==> config.mk <==
export PLATFORM = sky130hd
export DESIGN_NAME = score_matrix_stream_flat
export DESIGN_NICKNAME = d
export VERILOG_FILES = /design/src/rtl/score_matrix_stream_pkg.sv /design/src/rtl/score_matrix_stream_if.sv /design/src/rtl/score_matrix_stream_col_tracker.sv /design/src/rtl/score_matrix_stream.sv /design/src/flat_wrapper.sv
export SDC_FILE = /design/constraint.sdc
export NUM_CORES = 1
export LEC_CHECK = 0
export CORE_AREA = 2 2 142 144
export DETAILED_ROUTE_END_ITERATION = 8
export DIE_AREA = 0 0 144 146
export PLACE_DENSITY = 0.86
export SKIP_LAST_GASP = 1
export SLEW_MARGIN = 20
export SYNTH_ARGS = -nofsm -noshare
export SYNTH_HDL_FRONTEND = slang
export SYNTH_SLANG_ARGS = --single-unit
==> constraint.sdc <==
create_clock -name clk -period 16.3 [get_ports clk]
set_input_delay 3.26 -clock clk [delete_from_list [all_inputs] [get_ports clk]]
set_output_delay 3.26 -clock clk [all_outputs]
set_load 0.05 [all_outputs]
==> src/rtl/score_matrix_stream_pkg.sv <==
// Shared types and width helpers for the score matrix streamer.
// SCORE_ROW_SUM_EN widens rd_sum via sumw().
package score_pkg;

  typedef enum logic {S_FILL = 1'b0, S_DRAIN = 1'b1} score_state_e;

  function automatic int ciw(input int cols);
    return ($clog2(cols) < 1) ? 1 : $clog2(cols);
  endfunction

  function automatic int riw(input int rows);
    return ($clog2(rows) < 1) ? 1 : $clog2(rows);
  endfunction

  function automatic int sumw(input int dw, input int cols);
    return dw + $clog2(cols + 1);
  endfunction

endpackage

==> src/rtl/score_matrix_stream_if.sv <==
// Column-write and row-read handshakes of the score matrix streamer.
// rd_sum exists only when SCORE_ROW_SUM_EN is defined.
interface score_matrix_stream_if #(
  parameter int ROWS = 10,
  parameter int COLS = 10,
  parameter int DW   = 2
);
  import score_pkg::*;

  localparam int CIW  = ciw(COLS);
  localparam int RIW  = riw(ROWS);
  localparam int SUMW = sumw(DW, COLS);

  logic                           wr_valid;
  logic                           wr_ready;
  logic [CIW-1:0]                 wr_col;
  logic [ROWS-1:0][DW-1:0]        wr_data;
  logic                           rd_valid;
  logic                           rd_ready;
  logic [RIW-1:0]                 rd_row;
  logic [COLS-1:0][DW-1:0]        rd_data;
`ifdef SCORE_ROW_SUM_EN
  logic [SUMW-1:0]                rd_sum;
`endif

  // Producer/consumer side: drives writes, accepts rows.
  modport master (
    output wr_valid, wr_col, wr_data, rd_ready,
`ifdef SCORE_ROW_SUM_EN
    input  rd_sum,
`endif
    input  wr_ready, rd_valid, rd_row, rd_data
  );

  modport slave (
    input  wr_valid, wr_col, wr_data, rd_ready,
`ifdef SCORE_ROW_SUM_EN
    output rd_sum,
`endif
    output wr_ready, rd_valid, rd_row, rd_data
  );

endinterface

==> src/rtl/score_matrix_stream_col_tracker.sv <==
// Tracks which columns have been written this round and classifies each write.
module score_col_tracker #(
  parameter int COLS = 10,
  parameter int CIW  = 4
) (
  input  logic            clk,
  input  logic            rst,
  input  logic            wr_fire,
  input  logic            clr,
  input  logic [CIW-1:0]  wr_col,
  output logic [COLS-1:0] mask,
  output logic [COLS-1:0] next_mask,
  output logic            all_written,
  output logic            col_hit,
  output logic            dup_hit,
  output logic            range_hit
);

  logic [COLS-1:0] mask_q, mask_d;
  logic [COLS-1:0] onehot;

  always_comb begin
    range_hit = 1'b0;
    col_hit   = 1'b0;
    dup_hit   = 1'b0;
    onehot    = '0;
    if (wr_fire) begin
      if (int'(wr_col) >= COLS) begin
        range_hit = 1'b1;
      end else begin
        col_hit        = 1'b1;
        onehot[wr_col] = 1'b1;
        dup_hit        = mask_q[wr_col];
      end
    end
    next_mask   = mask_q | onehot;
    all_written = &next_mask;
    mask_d      = clr ? '0 : next_mask;
  end

  always_ff @(posedge clk or posedge rst) begin
    if (rst) mask_q <= '0;
    else     mask_q <= mask_d;
  end

  assign mask = mask_q;

endmodule

==> src/rtl/score_matrix_stream.sv <==
// Collects ROWS x COLS scores column by column, then streams them out row by row.
// Define SCORE_ROW_SUM_EN to add a per-row sum (rd_sum) on the read port.
module score_matrix_stream
  import score_pkg::*;
#(
  parameter int ROWS = 10,
  parameter int COLS = 10,
  parameter int DW   = 2
) (
  input  logic                              clk,
  input  logic                              rst,
  score_matrix_stream_if.slave              bus,
  input  logic                              abort,
  output logic                              done,
  output logic [ROWS-1:0][COLS-1:0][DW-1:0] matrix_out,
  output logic                              err_dup,
  output logic                              err_range
);

  localparam int CIW  = ciw(COLS);
  localparam int RIW  = riw(ROWS);
  localparam int SUMW = sumw(DW, COLS);

  score_state_e state_q, state_d;
  logic done_q, done_d, rd_valid_q, rd_valid_d;
  logic [RIW-1:0] rd_row_q, rd_row_d;
  logic [ROWS-1:0][COLS-1:0][DW-1:0] matrix_q, matrix_d;
  logic err_dup_q, err_dup_d, err_range_q, err_range_d;

  logic wr_ready, wr_fire, rd_fire, drain_end;
  logic [COLS-1:0] mask, next_mask;
  logic all_written, col_hit, dup_hit, range_hit;

  assign wr_fire   = bus.wr_valid & wr_ready & ~abort;
  assign rd_fire   = rd_valid_q & bus.rd_ready;
  assign drain_end = rd_fire & (rd_row_q == RIW'(ROWS - 1));

  score_col_tracker #(.COLS(COLS), .CIW(CIW)) u_tracker (
    .clk         (clk),
    .rst         (rst),
    .wr_fire     (wr_fire),
    .clr         (abort | drain_end),
    .wr_col      (bus.wr_col),
    .mask        (mask),
    .next_mask   (next_mask),
    .all_written (all_written),
    .col_hit     (col_hit),
    .dup_hit     (dup_hit),
    .range_hit   (range_hit)
  );

  always_ff @(posedge clk or posedge rst) begin
    if (rst) state_q <= S_FILL;
    else     state_q <= state_d;
  end

  // abort outranks both the fill exit and the end of the drain.
  always_comb begin
    state_d = state_q;
    if (abort) begin
      state_d = S_FILL;
    end else begin
      case (state_q)
        S_FILL:  if (all_written) state_d = S_DRAIN;
        S_DRAIN: if (drain_end)   state_d = S_FILL;
        default: state_d = S_FILL;
      endcase
    end
  end

  always_comb begin
    wr_ready    = (state_q == S_FILL);
    bus.rd_data = matrix_q[rd_row_q];
  end

  always_comb begin
    matrix_d    = matrix_q;
    done_d      = done_q;
    rd_valid_d  = rd_valid_q;
    rd_row_d    = rd_row_q;
    err_dup_d   = err_dup_q | dup_hit;
    err_range_d = err_range_q | range_hit;
    if (col_hit) begin
      for (int r = 0; r < ROWS; r++) matrix_d[r][bus.wr_col] = bus.wr_data[r];
    end
    if (abort || drain_end) begin
      done_d     = 1'b0;
      rd_valid_d = 1'b0;
      rd_row_d   = '0;
    end else if (state_q == S_FILL && all_written) begin
      done_d     = 1'b1;
      rd_valid_d = 1'b1;
      rd_row_d   = '0;
    end else if (rd_fire) begin
      rd_row_d = rd_row_q + 1'b1;
    end
  end

  always_ff @(posedge clk or posedge rst) begin
    if (rst) begin
      matrix_q    <= '0;
      done_q      <= 1'b0;
      rd_valid_q  <= 1'b0;
      rd_row_q    <= '0;
      err_dup_q   <= 1'b0;
      err_range_q <= 1'b0;
    end else begin
      matrix_q    <= matrix_d;
      done_q      <= done_d;
      rd_valid_q  <= rd_valid_d;
      rd_row_q    <= rd_row_d;
      err_dup_q   <= err_dup_d;
      err_range_q <= err_range_d;
    end
  end

`ifdef SCORE_ROW_SUM_EN
  logic [ROWS-1:0][SUMW-1:0] row_sum_q, row_sum_d;
  logic [SUMW-1:0] rd_sum_q, rd_sum_d;
  logic [SUMW-1:0] base;

  // Sums restart on the first write of a round; a rewrite backs out the old entry.
  always_comb begin
    row_sum_d = row_sum_q;
    base      = '0;
    if (col_hit) begin
      for (int r = 0; r < ROWS; r++) begin
        base = (mask == '0) ? '0 : row_sum_q[r];
        if (dup_hit) base = base - SUMW'(matrix_q[r][bus.wr_col]);
        row_sum_d[r] = base + SUMW'(bus.wr_data[r]);
      end
    end
    rd_sum_d = row_sum_d[rd_row_d];
  end

  always_ff @(posedge clk or posedge rst) begin
    if (rst) begin
      row_sum_q <= '0;
      rd_sum_q  <= '0;
    end else begin
      row_sum_q <= row_sum_d;
      rd_sum_q  <= rd_sum_d;
    end
  end

  assign bus.rd_sum = rd_sum_q;
`endif

  assign bus.wr_ready = wr_ready;
  assign bus.rd_valid = rd_valid_q;
  assign bus.rd_row   = rd_row_q;
  assign done         = done_q;
  assign matrix_out   = matrix_q;
  assign err_dup      = err_dup_q;
  assign err_range    = err_range_q;

endmodule

==> src/flat_wrapper.sv <==
// flat-port wrapper written by rule: the top's interface ports become plain ports
module score_matrix_stream_flat import score_pkg::*;
#(
  parameter int ROWS = 10,
  parameter int COLS = 10,
  parameter int DW   = 2
)
  (clk, rst, abort, done, matrix_out, err_dup, err_range, bus_wr_valid, bus_wr_col, bus_wr_data, bus_rd_ready, bus_wr_ready, bus_rd_valid, bus_rd_row, bus_rd_data);
  score_matrix_stream_if #(.ROWS(ROWS), .COLS(COLS), .DW(DW)) bus_i ();
  input  logic clk;
  input  logic rst;
  input  logic abort;
  output logic done;
  output logic [ROWS-1:0][COLS-1:0][DW-1:0] matrix_out;
  output logic err_dup;
  output logic err_range;
  input wire logic [$bits(bus_i.wr_valid)-1:0] bus_wr_valid;
  input wire logic [$bits(bus_i.wr_col)-1:0] bus_wr_col;
  input wire logic [$bits(bus_i.wr_data)-1:0] bus_wr_data;
  input wire logic [$bits(bus_i.rd_ready)-1:0] bus_rd_ready;
  output wire logic [$bits(bus_i.wr_ready)-1:0] bus_wr_ready;
  output wire logic [$bits(bus_i.rd_valid)-1:0] bus_rd_valid;
  output wire logic [$bits(bus_i.rd_row)-1:0] bus_rd_row;
  output wire logic [$bits(bus_i.rd_data)-1:0] bus_rd_data;
  assign bus_i.wr_valid = bus_wr_valid;
  assign bus_i.wr_col = bus_wr_col;
  assign bus_i.wr_data = bus_wr_data;
  assign bus_i.rd_ready = bus_rd_ready;
  assign bus_wr_ready = bus_i.wr_ready;
  assign bus_rd_valid = bus_i.rd_valid;
  assign bus_rd_row = bus_i.rd_row;
  assign bus_rd_data = bus_i.rd_data;
  score_matrix_stream #(.ROWS(ROWS), .COLS(COLS), .DW(DW)) u_core (.clk(clk), .rst(rst), .bus(bus_i), .abort(abort), .done(done), .matrix_out(matrix_out), .err_dup(err_dup), .err_range(err_range));
endmodule
# [Word level (Yosys, flattened, before mapping)]
# Index checks and enable logic that the tools add are counted.
[totals] word_cells=164 reg_bits=218 output_inout_bits=229
[classes] n_lt_le_gt_ge=4 muxes=36 n_eq_ne=1 n_reduce_logical=6 bitwise_logic=10 add_sub_neg=1
[op_table] op="$bwmux W20" n=10
[op_table] op="$bmux W20 S4" n=1
[op_table] op="$mux W10" n=3
[op_table] op="$mux W20" n=1
[op_table] op="$mux W1" n=13
[op_table] op="$mux W4" n=3
[op_table] op="$lt A4 B5 Y1 const B" n=2
[op_table] op="$or A10 B10 Y10" n=1
[op_table] op="$reduce_and A10 Y1" n=1
[op_table] op="$demux W2 S4" n=1
[op_table] op="$add A4 B1 Y4 const B" n=1
[op_table] op="$and A1 B1 Y1" n=4
[op_table] op="$bmux W1 S4" n=1
[op_table] op="$demux W1 S4" n=1
[op_table] op="$eq A4 B4 Y1 const B" n=1
[op_table] op="$ge A4 B1 Y1 const B" n=1
[op_table] op="$ge A4 B4 Y1 const B" n=1
[op_table] op="$or A1 B1 Y1" n=3
[op_table] op="$reduce_bool A3 Y1" n=1
[op_table] op="$logic_and A1 B1 Y1" n=2
[op_table] op="$mux W2" n=1
[op_table] op="$not A1 Y1" n=2
[op_table] op="$pmux W1 S2" n=1
[op_table] op="$reduce_bool A2 Y1" n=1
[op_table] op="$logic_or A1 B1 Y1" n=1

# [Longest topological paths before layout]
[depth] depth_word=11 ltp_mapped=8 ltp_nobuf=6

# [Modules after synthesis]
# A second synthesis with hierarchy kept.
[unflattened] hier_cells=746 area_unflattened_um2=10329.9
[modules_own_cells] module="score_matrix_stream" area_per_inst_um2=9739.3 n_inst=1 cells_per_inst=682 seq_area_each_um2=5205.0
[modules_own_cells] module="score_col_tracker" area_per_inst_um2=590.6 n_inst=1 cells_per_inst=64 seq_area_each_um2=250.2

# [Worst setup path before layout]
# Ideal clock, no wire load.
[synth_path] path_type="flip-flop to output port" from="register u_core.rd_row_q[0], in the netlist u_core.bus.rd_row[0]" to="output port bus_rd_data[2]" setup_slack_ps=10149 t_required_ps=13040 arrival_time_ps=2891 stages_incl_launch_ff=8 path_cell_list="dfrtp_1 buf_2 buf_2 buf_2 mux2i_1 nor2_1 a21oi_1 o21ai_0"
[synth_between] elab_chain_len=2
[synth_rtl] item="start, declared" line="score_matrix_stream.sv:26" rtl="logic [RIW-1:0] rd_row_q, rd_row_d;"
[synth_rtl] item="start signal, assigned" line="score_matrix_stream.sv:111" rtl="rd_row_q <= rd_row_d;"
[synth_rtl] item="$bmux W20 S4" line="score_matrix_stream.sv:73" rtl="bus.rd_data = matrix_q[rd_row_q];"
[synth_rtl] item="$mux W20 (not written as such)" line="score_matrix_stream.sv:73"
[synth_rtl] item="end, declared" line="flat_wrapper.sv:24" rtl="output wire logic [$bits(bus_i.rd_data)-1:0] bus_rd_data;"
# Every way passes these cells. The select of a mux whose other input is x is not followed.

# [Final worst setup path]
[layout_path] from="register u_core.rd_row_q[0], in the netlist u_core.bus.rd_row[0]" to="output port bus_rd_data[13]"
# Same word-level chain as after synthesis.

==> impl_summary.txt <==
----------------------------------------------------
[Synthesis]
  Netlist Area Pre-Place ... 10100 µm²
  Fraction of synthesized cell area taken by the top area cell type ... 0.539
  Cell type with the largest total area after synthesis ... dfrtp_1
  Net Count, Synth ... 789
  Synth warnings ... 0
  Gate count after technology mapping ... 758
  Main synth FF type ... dfrtp_1
  Average cell area after synthesis ... 13.3 µm²
  Count of flip-flops with a built-in enable after synthesis ... 0
  Post-synthesis sequential element count ... 218
  Synth top cells by count ... 218 x dfrtp_1, 181 x mux2_2, 68 x nand2_1
  Count of unique library cells instantiated by Yosys ... 42
  Fraction of registers with async set or reset after synthesis ... 1.00
  Top-count cell post-synth ... dfrtp_1
  Most area-consuming cells after synthesis ... dfrtp_1 54%, mux2_2 20%, mux4_2 9.4%, nand2_1 2.5%, mux2i_1 2.2%
  Proportion of synthesized chip area in sequential cells ... 0.539

[Final layout]
  Area overhead of the layout relative to synthesis ... 34.7%
  Final layout net count ... 1010
  Antenna fix cells ... 0
  Fraction of layout cells with a size suffix above 1 ... 0.286

[Hold path]
  Instance count along the most critical hold path ... 1
  Worst min-delay path startpoint ... u_core.err_range
  Worst min-delay path class ... reg2reg
  Hold-critical path endpoint ... u_core.err_range

[Setup path]
  Timing startpoint of the critical path ... u_core.bus.rd_row[0]
  Req. time, crit path ... 13.04 ns
  Worst reg2reg endpoint ... u_core.bus.rd_row[2]
  Source of the worst register-to-register timing path ... u_core.state_q
  Startpoint type of the worst setup path ... register
  Endpoint type of the worst setup path ... primary output
  Slack of the worst reg-to-reg path ... 13.29 ns
  Worst reg2reg path depth ... 5
  Data arrival time at the worst-slack endpoint ... 3.65 ns
  CP Max Fanout ... 41
  Kind of critical path ... reg2out

[Power]
  Int Power ... 1250 µW
  Sw frac ... 0.397
  IR Drop Worst-Case VDD ... 0.0997 mV
  Cell leakage power ... 0.00573 µW
  Clock network fraction of design power ... 0.264
  Pwr/cell area ... 152 nW/µm²
  Power dissipated by switching net loads ... 824 µW
  Combinational share of power ... 0.380
  Relative contribution of sequential cells to total power ... 0.356

[Placed design]
  Setup slack at placement ... 9.91 ns
  GPL Wtd Cong ... 0.873
  Total half-perimeter wirelength after legalization and detailed placement ... 21400 µm
  Number of port buffers ... 257

[Detailed routing]
  Vias ... 7436
  Detail-routed via count per cell ... 5.91
  Violation count after the first detailed-route iteration ... 538
  Post-route ant nets ... 0
  Routed wire per std cell ... 24.8 µm
  Wire length reported by the detailed router ... 31200 µm
  Drt drc ... 0
  Iteration count of the initial detailed-routing pass ... 5

[Clocking]
  Clock root buffer ... clkbuf_16
  Worst-Skew Late Latency ... 0.50 ns
  Clock-pin transition on the worst setup and hold timing paths ... 0.06 ns
  Post-CTS Setup Bufs ... 0
  Number of buffers added by the clock tree synthesis step ... 23
  Clock Tree Buf Depth ... 3
  Clock tree from TritonCTS ... built
  # resized after CTS ... 0
  Hold_buf cts ... 0
  Max H-tree Level ... 1
  Clk sinks ... 218

[Global routing]
  Met1 track utilization from global routing ... 0.437
  Met2 global-route usage ... 0.471
  Antenna violations before repair ... 0
  Total routing resource utilization after global routing ... 0.300
  Final global-route overflow total ... 0
  Most heavily used metal layer in global routing ... met2
  Global-route wire length before repair ... 47700 µm
  Vias in the first global route ... 7471
  GR Util met3 ... 0.0579
  Maximum number of pins on one net before global-route repair ... 150

[Floorplanning]
  Die Height ... 146 µm
  Full die area ... 21000 µm²
  Site Rows ... 51
  Floorplan die width ... 144 µm
  Initial cell density of the core ... 0.523
  IO Count ... 258
  Area inside the core boundary ... 19300 µm²

[Timing]
  Fmax achieved ... 0.145 GHz
  Unrepaired setup endpoints after global routing ... no
  Worst Tran Pin Value ... 1.10 ns
  Final Max Slew Viols ... 0
  Part of the cycle the worst path needs ... 0.424
  Final setup fails ... 0
  Count of endpoints failing hold in the final timing report ... 0
  Minimum period implied by the final worst setup slack ... 6.91 ns
  Clock Skews ... 0.00938 ns
  Max_slew headroom ... 0.264
  Sum Neg Setup Slack ... 0 ns
  Worst setup margin ... 9.39 ns

[Status]
  Result of the run ... finished, final reports clean

[Run]
  Number of max-cap violations ... 0

----------------------------------------------------
-- power groups by stage --
stage / logic (µW) / registers (µW) / clock network (µW)
after global placement: 778 / 744 / 0
final: 788 / 740 / 548
after detailed placement: 788 / 744 / 0
after floorplan: 179 / 1050 / 0
after global routing: 814 / 750 / 578
after CTS: 792 / 737 / 555
-- layout make-up --
type | instances | area, µm²
clock buffers | 32 | 669
clock inverters | 8 | 129
fillers | 1299 | 5720
inverters | 8 | 42.5
multi-input cells | 461 | 4340
flip-flops and latches | 218 | 5460
well taps | 265 | 332
repair buffers | 267 | 2650
-- cell usage in the layout, fill, tap and decap left out, drive strengths merged, types with 2 or more instances in the layout --
master	count
clkdlybuf4s50	257
dfrtp	218
mux2	183
nand2	68
mux4	42
nor2	38
clkbuf	32
a21oi	26
nand3	23
o21ai	23
mux2i	22
buf	10
inv	7
nor3	7
clkinv	5
bufinv	3
nor4b	3
nand2b	2
xor2	2
o21a	2
ha	2
nand4b	2
-- worst max-delay path: stages, from the launching register on --
cell	delay, ns
dfrtp_4	0.74
buf_4	0.73
mux4_2	0.62
a21oi_1	0.18
o21ai_0	0.11
clkdlybuf4s50_1	0.73
-- cell families after synthesis --
family                     synth area share
muxes                                 0.319
DFF                                   0.539
adders and majority gates           0.00247
xor gates and xnor gates            0.00260
and+or+nand+nor                      0.0687
buffers and inverters                0.0354
AOI/OAI and AO/OA                    0.0324
-- sequential cells by signal (all words and copies together), names as in the netlist --
name	count
u_core.bus.rd_row	4
u_core.done	1
u_core.err_dup	1
u_core.err_range	1
u_core.matrix_out	200
u_core.state_q	1
u_core.u_tracker.mask	10
-- worst max path at each step --
stage	end	cells past startpoint
final	bus_rd_data[13]	5
after global placement	bus_rd_data[18]	5
after floorplan	u_core.bus.rd_row[0]	1
after CTS	bus_rd_data[1]	5
after global routing	bus_rd_data[1]	5
after detailed placement	bus_rd_data[18]	5
-- per-layer routing --
metal,vias up,share of wire,wire length (µm)
li1,3156,-,-
met1,3837,0.42,13100
met2,399,0.47,14800
met3,44,0.086,2700
met4,0,0.022,673
met5,-,0,0
-- through the flow --
step / area, µm² / util / hold slack [ns] / power, µW / instances
2_1_floorplan: 10100 / - / 0.480 / 1230 / 758
3_3_place_gp: 12800 / 0.662 / 0.452 / 1520 / 1219
3_5_place_dp: 12800 / 0.662 / 0.463 / 1530 / 1219
4_1_cts: 13600 / 0.703 / 0.480 / 2080 / 1259
5_1_grt: 13600 / 0.704 / 0.508 / 2140 / 1259
6_report: 13600 / 0.704 / 0.477 / 2080 / 1259
Power figures use the tool's default switching activity.
